File: src/rtl/ecc_pkg.sv
// Shared ECC definitions: operation codes, response error codes and sequencer state encoding.
// Used by both the op sequencer and the engine decoder so the encodings cannot drift apart.
package ecc_pkg;

    localparam logic [2:0] OP_RAND = 3'b000;
    localparam logic [2:0] OP_INVS = 3'b001;
    localparam logic [2:0] OP_MMUL = 3'b101;

    localparam logic [1:0] ERR_OK      = 2'b00;
    localparam logic [1:0] ERR_ILLEGAL = 2'b01;
    localparam logic [1:0] ERR_TIMEOUT = 2'b10;

    typedef enum logic [2:0] {
        ST_IDLE  = 3'd0,
        ST_LOAD  = 3'd1,
        ST_ISSUE = 3'd2,
        ST_GAP   = 3'd3,
        ST_WAIT  = 3'd4,
        ST_RESP  = 3'd5
    } state_t;

    // Only these mode/operand-count pairings are understood by the engine.
    function automatic logic cmd_legal(input logic [2:0] mode, input logic [2:0] nops);
        return (((mode == OP_RAND) || (mode == OP_INVS)) && (nops == 3'd0)) ||
               ((mode == OP_MMUL) && (nops == 3'd4));
    endfunction

endpackage

File: src/rtl/ecc_opd_buf.sv
// Four-entry operand buffer: words are written in arrival order and read back in the same order.
// Pointers restart on rst or clr; stored words are simply overwritten by the next command.
module ecc_opd_buf #(
    parameter int WIDTH = 256
) (
    input  logic             clk,
    input  logic             rst,
    input  logic             clr,
    input  logic             wr_en,
    input  logic [WIDTH-1:0] wr_dat,
    input  logic             rd_en,
    output logic [WIDTH-1:0] rd_dat,
    output logic [1:0]       wr_ptr
);

    logic [WIDTH-1:0] mem [4];
    logic [1:0]       rd_ptr;

    always_ff @(posedge clk) begin
        if (rst || clr) begin
            wr_ptr <= 2'd0;
            rd_ptr <= 2'd0;
        end else begin
            if (wr_en) wr_ptr <= wr_ptr + 2'd1;
            if (rd_en) rd_ptr <= rd_ptr + 2'd1;
        end
    end

    always_ff @(posedge clk) begin
        if (wr_en) mem[wr_ptr] <= wr_dat;
    end

    assign rd_dat = mem[rd_ptr];

endmodule

File: src/rtl/ecc_op_sequencer.sv
// ECC operation sequencer: accepts a command, gathers operands, bursts them to the engine
// decoder, waits for completion with a timeout, and returns a one-cycle response.
module ecc_op_sequencer
    import ecc_pkg::*;
#(
    parameter int WIDTH   = 256,
    parameter int TMO_CYC = 65535
) (
    input  logic             clk,
    input  logic             rst,
    input  logic             cmd_vld,
    output logic             cmd_rdy,
    input  logic [2:0]       cmd_mode,
    input  logic [2:0]       cmd_nops,
    input  logic             opd_vld,
    output logic             opd_rdy,
    input  logic [WIDTH-1:0] opd_dat,
    output logic             auc_start,
    output logic [2:0]       auc_mode,
    output logic [WIDTH-1:0] auc_dat,
    input  logic             eng_done,
    output logic             rsp_vld,
    output logic [1:0]       rsp_err,
    output logic             busy
);

    state_t           state, nxt;
    logic [2:0]       nops_q;
    logic [2:0]       iss_cnt;
    logic [2:0]       burst_len;
    logic [15:0]      tmo_cnt;
    logic [1:0]       err_d;
    logic             cmd_acc, opd_acc;
    logic [1:0]       buf_wr_ptr;
    logic [WIDTH-1:0] buf_dat;
    logic             buf_rd;

    logic             cmd_rdy_d, opd_rdy_d, auc_start_d, rsp_vld_d, busy_d;
    logic [WIDTH-1:0] auc_dat_d;
    logic [1:0]       rsp_err_d;

    assign cmd_acc   = cmd_vld && cmd_rdy;
    assign opd_acc   = opd_vld && opd_rdy;
    assign burst_len = (nops_q == 3'd0) ? 3'd1 : nops_q;

    ecc_opd_buf #(.WIDTH(WIDTH)) u_opd_buf (
        .clk    (clk),
        .rst    (rst),
        .clr    (cmd_acc),
        .wr_en  (opd_acc),
        .wr_dat (opd_dat),
        .rd_en  (buf_rd),
        .rd_dat (buf_dat),
        .wr_ptr (buf_wr_ptr)
    );

    always_ff @(posedge clk) begin
        if (rst) begin
            state   <= ST_IDLE;
            nops_q  <= 3'd0;
            iss_cnt <= 3'd0;
            tmo_cnt <= 16'd0;
        end else begin
            state   <= nxt;
            if (cmd_acc) nops_q <= cmd_nops;
            iss_cnt <= (state == ST_ISSUE) ? iss_cnt + 3'd1 : 3'd0;
            if (state == ST_GAP)
                tmo_cnt <= 16'(TMO_CYC);
            else if ((state == ST_WAIT) && (tmo_cnt != 16'd0))
                tmo_cnt <= tmo_cnt - 16'd1;
        end
    end

    always_comb begin
        nxt   = state;
        err_d = ERR_OK;
        case (state)
            ST_IDLE: begin
                if (cmd_acc) begin
                    if (!cmd_legal(cmd_mode, cmd_nops)) begin
                        nxt   = ST_RESP;
                        err_d = ERR_ILLEGAL;
                    end else if (cmd_nops == 3'd0) begin
                        nxt = ST_ISSUE;
                    end else begin
                        nxt = ST_LOAD;
                    end
                end
            end
            ST_LOAD:  if (opd_acc && (buf_wr_ptr == 2'd3)) nxt = ST_ISSUE;
            ST_ISSUE: if (iss_cnt == burst_len - 3'd1) nxt = ST_GAP;
            ST_GAP:   nxt = ST_WAIT;
            ST_WAIT: begin
                // Completion takes priority over a simultaneous expiry.
                if (eng_done) begin
                    nxt   = ST_RESP;
                    err_d = ERR_OK;
                end else if (tmo_cnt == 16'd0) begin
                    nxt   = ST_RESP;
                    err_d = ERR_TIMEOUT;
                end
            end
            ST_RESP:  nxt = ST_IDLE;
            default:  nxt = ST_IDLE;
        endcase
    end

    // Outputs are decoded from the next state so every port comes straight from a flop.
    always_comb begin
        cmd_rdy_d   = (nxt == ST_IDLE);
        opd_rdy_d   = (nxt == ST_LOAD);
        auc_start_d = (nxt == ST_ISSUE);
        buf_rd      = auc_start_d && (state != ST_IDLE) && (nops_q != 3'd0);
        auc_dat_d   = buf_rd ? buf_dat : '0;
        rsp_vld_d   = (nxt == ST_RESP);
        rsp_err_d   = rsp_vld_d ? err_d : ERR_OK;
        busy_d      = (nxt != ST_IDLE);
    end

    always_ff @(posedge clk) begin
        if (rst) begin
            cmd_rdy   <= 1'b0;
            opd_rdy   <= 1'b0;
            auc_start <= 1'b0;
            auc_mode  <= 3'b000;
            auc_dat   <= '0;
            rsp_vld   <= 1'b0;
            rsp_err   <= ERR_OK;
            busy      <= 1'b0;
        end else begin
            cmd_rdy   <= cmd_rdy_d;
            opd_rdy   <= opd_rdy_d;
            auc_start <= auc_start_d;
            if (cmd_acc) auc_mode <= cmd_mode;
            auc_dat   <= auc_dat_d;
            rsp_vld   <= rsp_vld_d;
            rsp_err   <= rsp_err_d;
            busy      <= busy_d;
        end
    end

endmodule

File: config.mk
export PLATFORM = sky130hd
export DESIGN_NAME = ecc_op_sequencer
export DESIGN_NICKNAME = d
export VERILOG_FILES = /design/src/rtl/ecc_pkg.sv /design/src/rtl/ecc_opd_buf.sv /design/src/rtl/ecc_op_sequencer.sv
export SDC_FILE = /design/constraint.sdc
export NUM_CORES = 1
export LEC_CHECK = 0
export ABC_AREA = 1
export CORE_ASPECT_RATIO = 1.4
export CORE_MARGIN = 2
export CORE_UTILIZATION = 53
export CTS_BUF_LIST = sky130_fd_sc_hd__clkbuf_2 sky130_fd_sc_hd__clkbuf_4 sky130_fd_sc_hd__clkbuf_8
export CTS_CLUSTER_DIAMETER = 60
export DETAILED_ROUTE_END_ITERATION = 12
export PLACE_DENSITY = 0.86
export SYNTH_ARGS = -nofsm -noshare
export SYNTH_HDL_FRONTEND = slang
export SYNTH_SLANG_ARGS = --single-unit
File: constraint.sdc
create_clock -name clk -period 17.2 [get_ports clk]
set_input_delay 5.16 -clock clk [delete_from_list [all_inputs] [get_ports clk]]
set_output_delay 5.16 -clock clk [all_outputs]
set_load 0.005 [all_outputs]
==> results.cfg <==
[outcome]
outcome = finished, final reports clean

[route]
first_pass_iters = 5
routed_via_density = 5.57
wl_per_cell_um = 21.1
drc = 0
num_vias = 29200
drt_iter0_drc = 2780
ant_nets = 0
routed_wl_um = 111000

[power]
ir_worst_vdd_mv = 0.111
p_leak_nw = 20.1
power.density_nw_per_um2 = 115

[sta]
slew_headroom_pct = 29.0
rsz0062_at_grt = no
max_freq_mhz = 124
fin_crit_ns = 8.06
hold_viol = 0
fin_crit_sh_pct = 46.9
whs_ns = 0.487
tightestPinTransition_ns = 1.06
clock_skew_ns = 0.0561
setup-violations-final = 0
setup_tns_ns = 0
setup_ws_ns = 9.14
finalMaxSlewViolations = 0

[worst_setup_path]
slowest_stage = nand2_8
cpLargestDelayFamily = buffers and inverters
slowest_delay_ns = 0.69
crit_buf_inv = 4
worstSetupStartpointType = input port
cp_max_fo = 69
criticalPathCategory = in2reg
worst_ep_required_time_ns = 17.90
worstPathArrival_ns = 8.76
end_kind = flop
crit_chain = clkdlybuf4s50_1 -> nand2_1 -> nor2_2 -> nand2_2 -> nand2_2 -> inv_2 -> nand2_4 -> nor2_8 -> nand2_4 -> nor2_8 -> nand2_8 -> buf_4 -> buf_12 -> nor2_4

[grt]
grt_max_degree = 191
antenna_found_initial = 27
grt_pass1_wl_um = 167000
grt_pass1_vias = 29500
gr-total-overflow = 0
grtUsageTotal_pct = 23.2

[floorplan]
die_h_um = 362
chipWidth_um = 260
start_util_pct = 53.3
coreArea_um2 = 91000
fp-row-count = 131
dieArea_um2 = 94000
io_pins = 533

[synthesis]
yosys_warnings = 0
ys_seq_area_share_pct = 75.6
synth_nets = 3596
synth_cell_types = 36
synthFlopType = edfxtp_1
avgSynthCellArea_um2 = 14.6
yosys_register_bits = 1319
synth_cells = 3321
synth-edff-count = 1024
synth_area_um2 = 48500
synth-async-reset-ratio_pct = 0

[cts]
clock_latency_ns = 0.86
ctsHoldBuffers = 0
cts_root_buf = clkbuf_8
clockBufferDepth = 3
cts_sinks = 1319
cts_tree = yes
cts_max_level = 4
numCtsBuffers = 185
post-cts-setup-buffer-count = 0
ctsResizeCount = 0
clkTransAtPathRegs_ns = 0.06

[final_layout]
nFillCells = 6083
syn2layout_area_growth_pct = 20.7
multiInputGateArea_um2 = 10500
drive_above_1_share_pct = 15.6
finalInstanceArea_um2 = 58500
nNetsFinal = 4143
layout_common_cells = 1024 x edfxtp_1, 823 x nand2_1, 532 x clkdlybuf4s50_1
layout_commonest_cell = edfxtp_1
fin_util_pct = 64.4
regArea_um2 = 36700

[placement]
io_buffers = 532
hpwl_um = 64000
post_dp_cell_area_um2 = 54500
gp_congestion = 0.872
place_ws_ns = 8.39

[flow_run]
max_cap_violations = 0

[min_path]
hold_class = reg2reg
tightest hold or removal path: stages, from the launching register on:
cell and delay [ns]:
dfxtp_1 0.32, nand2_1 0.06, a21oi_1 0.05
worst paths after layout:
check	startpoint	end	cells after the start	slack (ns)
max reg2reg	nops_q[2]	auc_dat[119]	16	13.12
min	tmo_cnt[0]	tmo_cnt[0]	2	0.49
min reg2reg	tmo_cnt[0]	tmo_cnt[0]	2	0.49
max	cmd_vld	auc_dat[119]	14	9.14
area by class of cell:
type	instances	share of cell area, %
Sequential cell	1319	62.6
Multi-Input combinational cell	1760	18.0
Timing Repair Buffer	563	9.62
Clock buffer	297	6.13
Tap cell	1197	2.56
Clock inverter	49	0.673
Inverter	39	0.276
Antenna cell	26	0.111
report_power, final:
part	internal (W)	switching, W
clock network	0.00138	0.00115
registers	0.00357	0.0000442
logic	0.000242	0.000367
stage by stage:
step	power, W	cells
floorplan	0.00411	3321
global placement	0.00426	4878
detailed placement	0.00428	4878
CTS	0.00680	5224
global route	0.00700	5246
finish	0.00675	5250
flip-flops by register name, summed over array words and instances (netlist names):
register and count:
auc_mode 3, u_opd_buf.wr_ptr 2, cmd_rdy 1, u_opd_buf.mem 1024, tmo_cnt 16, iss_cnt 3, state 3, rsp_err 2
nops_q 3, rsp_vld 1, busy 1, auc_start 1, opd_rdy 1, auc_dat 256, u_opd_buf.rd_ptr 2
kinds of logic (layout without fill, tap and decap cells):
group           count (synthesis)  in the layout  synth area share [%]
simple gates                 1181           1181                  12.9
buf+inv                       242            948                  2.71
compound gates                562            562                  8.47
other cells                     0             26                     0
xor+xnor                        9              9                 0.163
fa+ha+maj                       8              8                 0.206
flops                        1319           1319                  75.6
cell usage after synthesis, types with 8 or more instances:
library cell  instances  area share (%)
nand2_1             823             6.4
dfxtp_1             295              12
o21ai_0              22            0.23
a32o_1              256             5.3
a21oi_1             277             2.9
clkbuf_1            154             1.2
buf_1                18            0.14
nand3_1              18            0.19
nor2_4              210             4.9
nor2_1               70            0.54
nor2_2               34            0.44
edfxtp_1           1024              63
inv_1                32            0.25
ha_1                  8            0.21
buf_12               22            0.91
per-layer routing:
metal	GRT usage [%]	vias up	wire length, um
met4	11.7	10	4860
li1	-	13200	-
met5	0	-	61
met1	26.9	14400	39900
met2	40.1	1329	57600
met3	5.42	267	8230
Power figures use the tool's default switching activity.
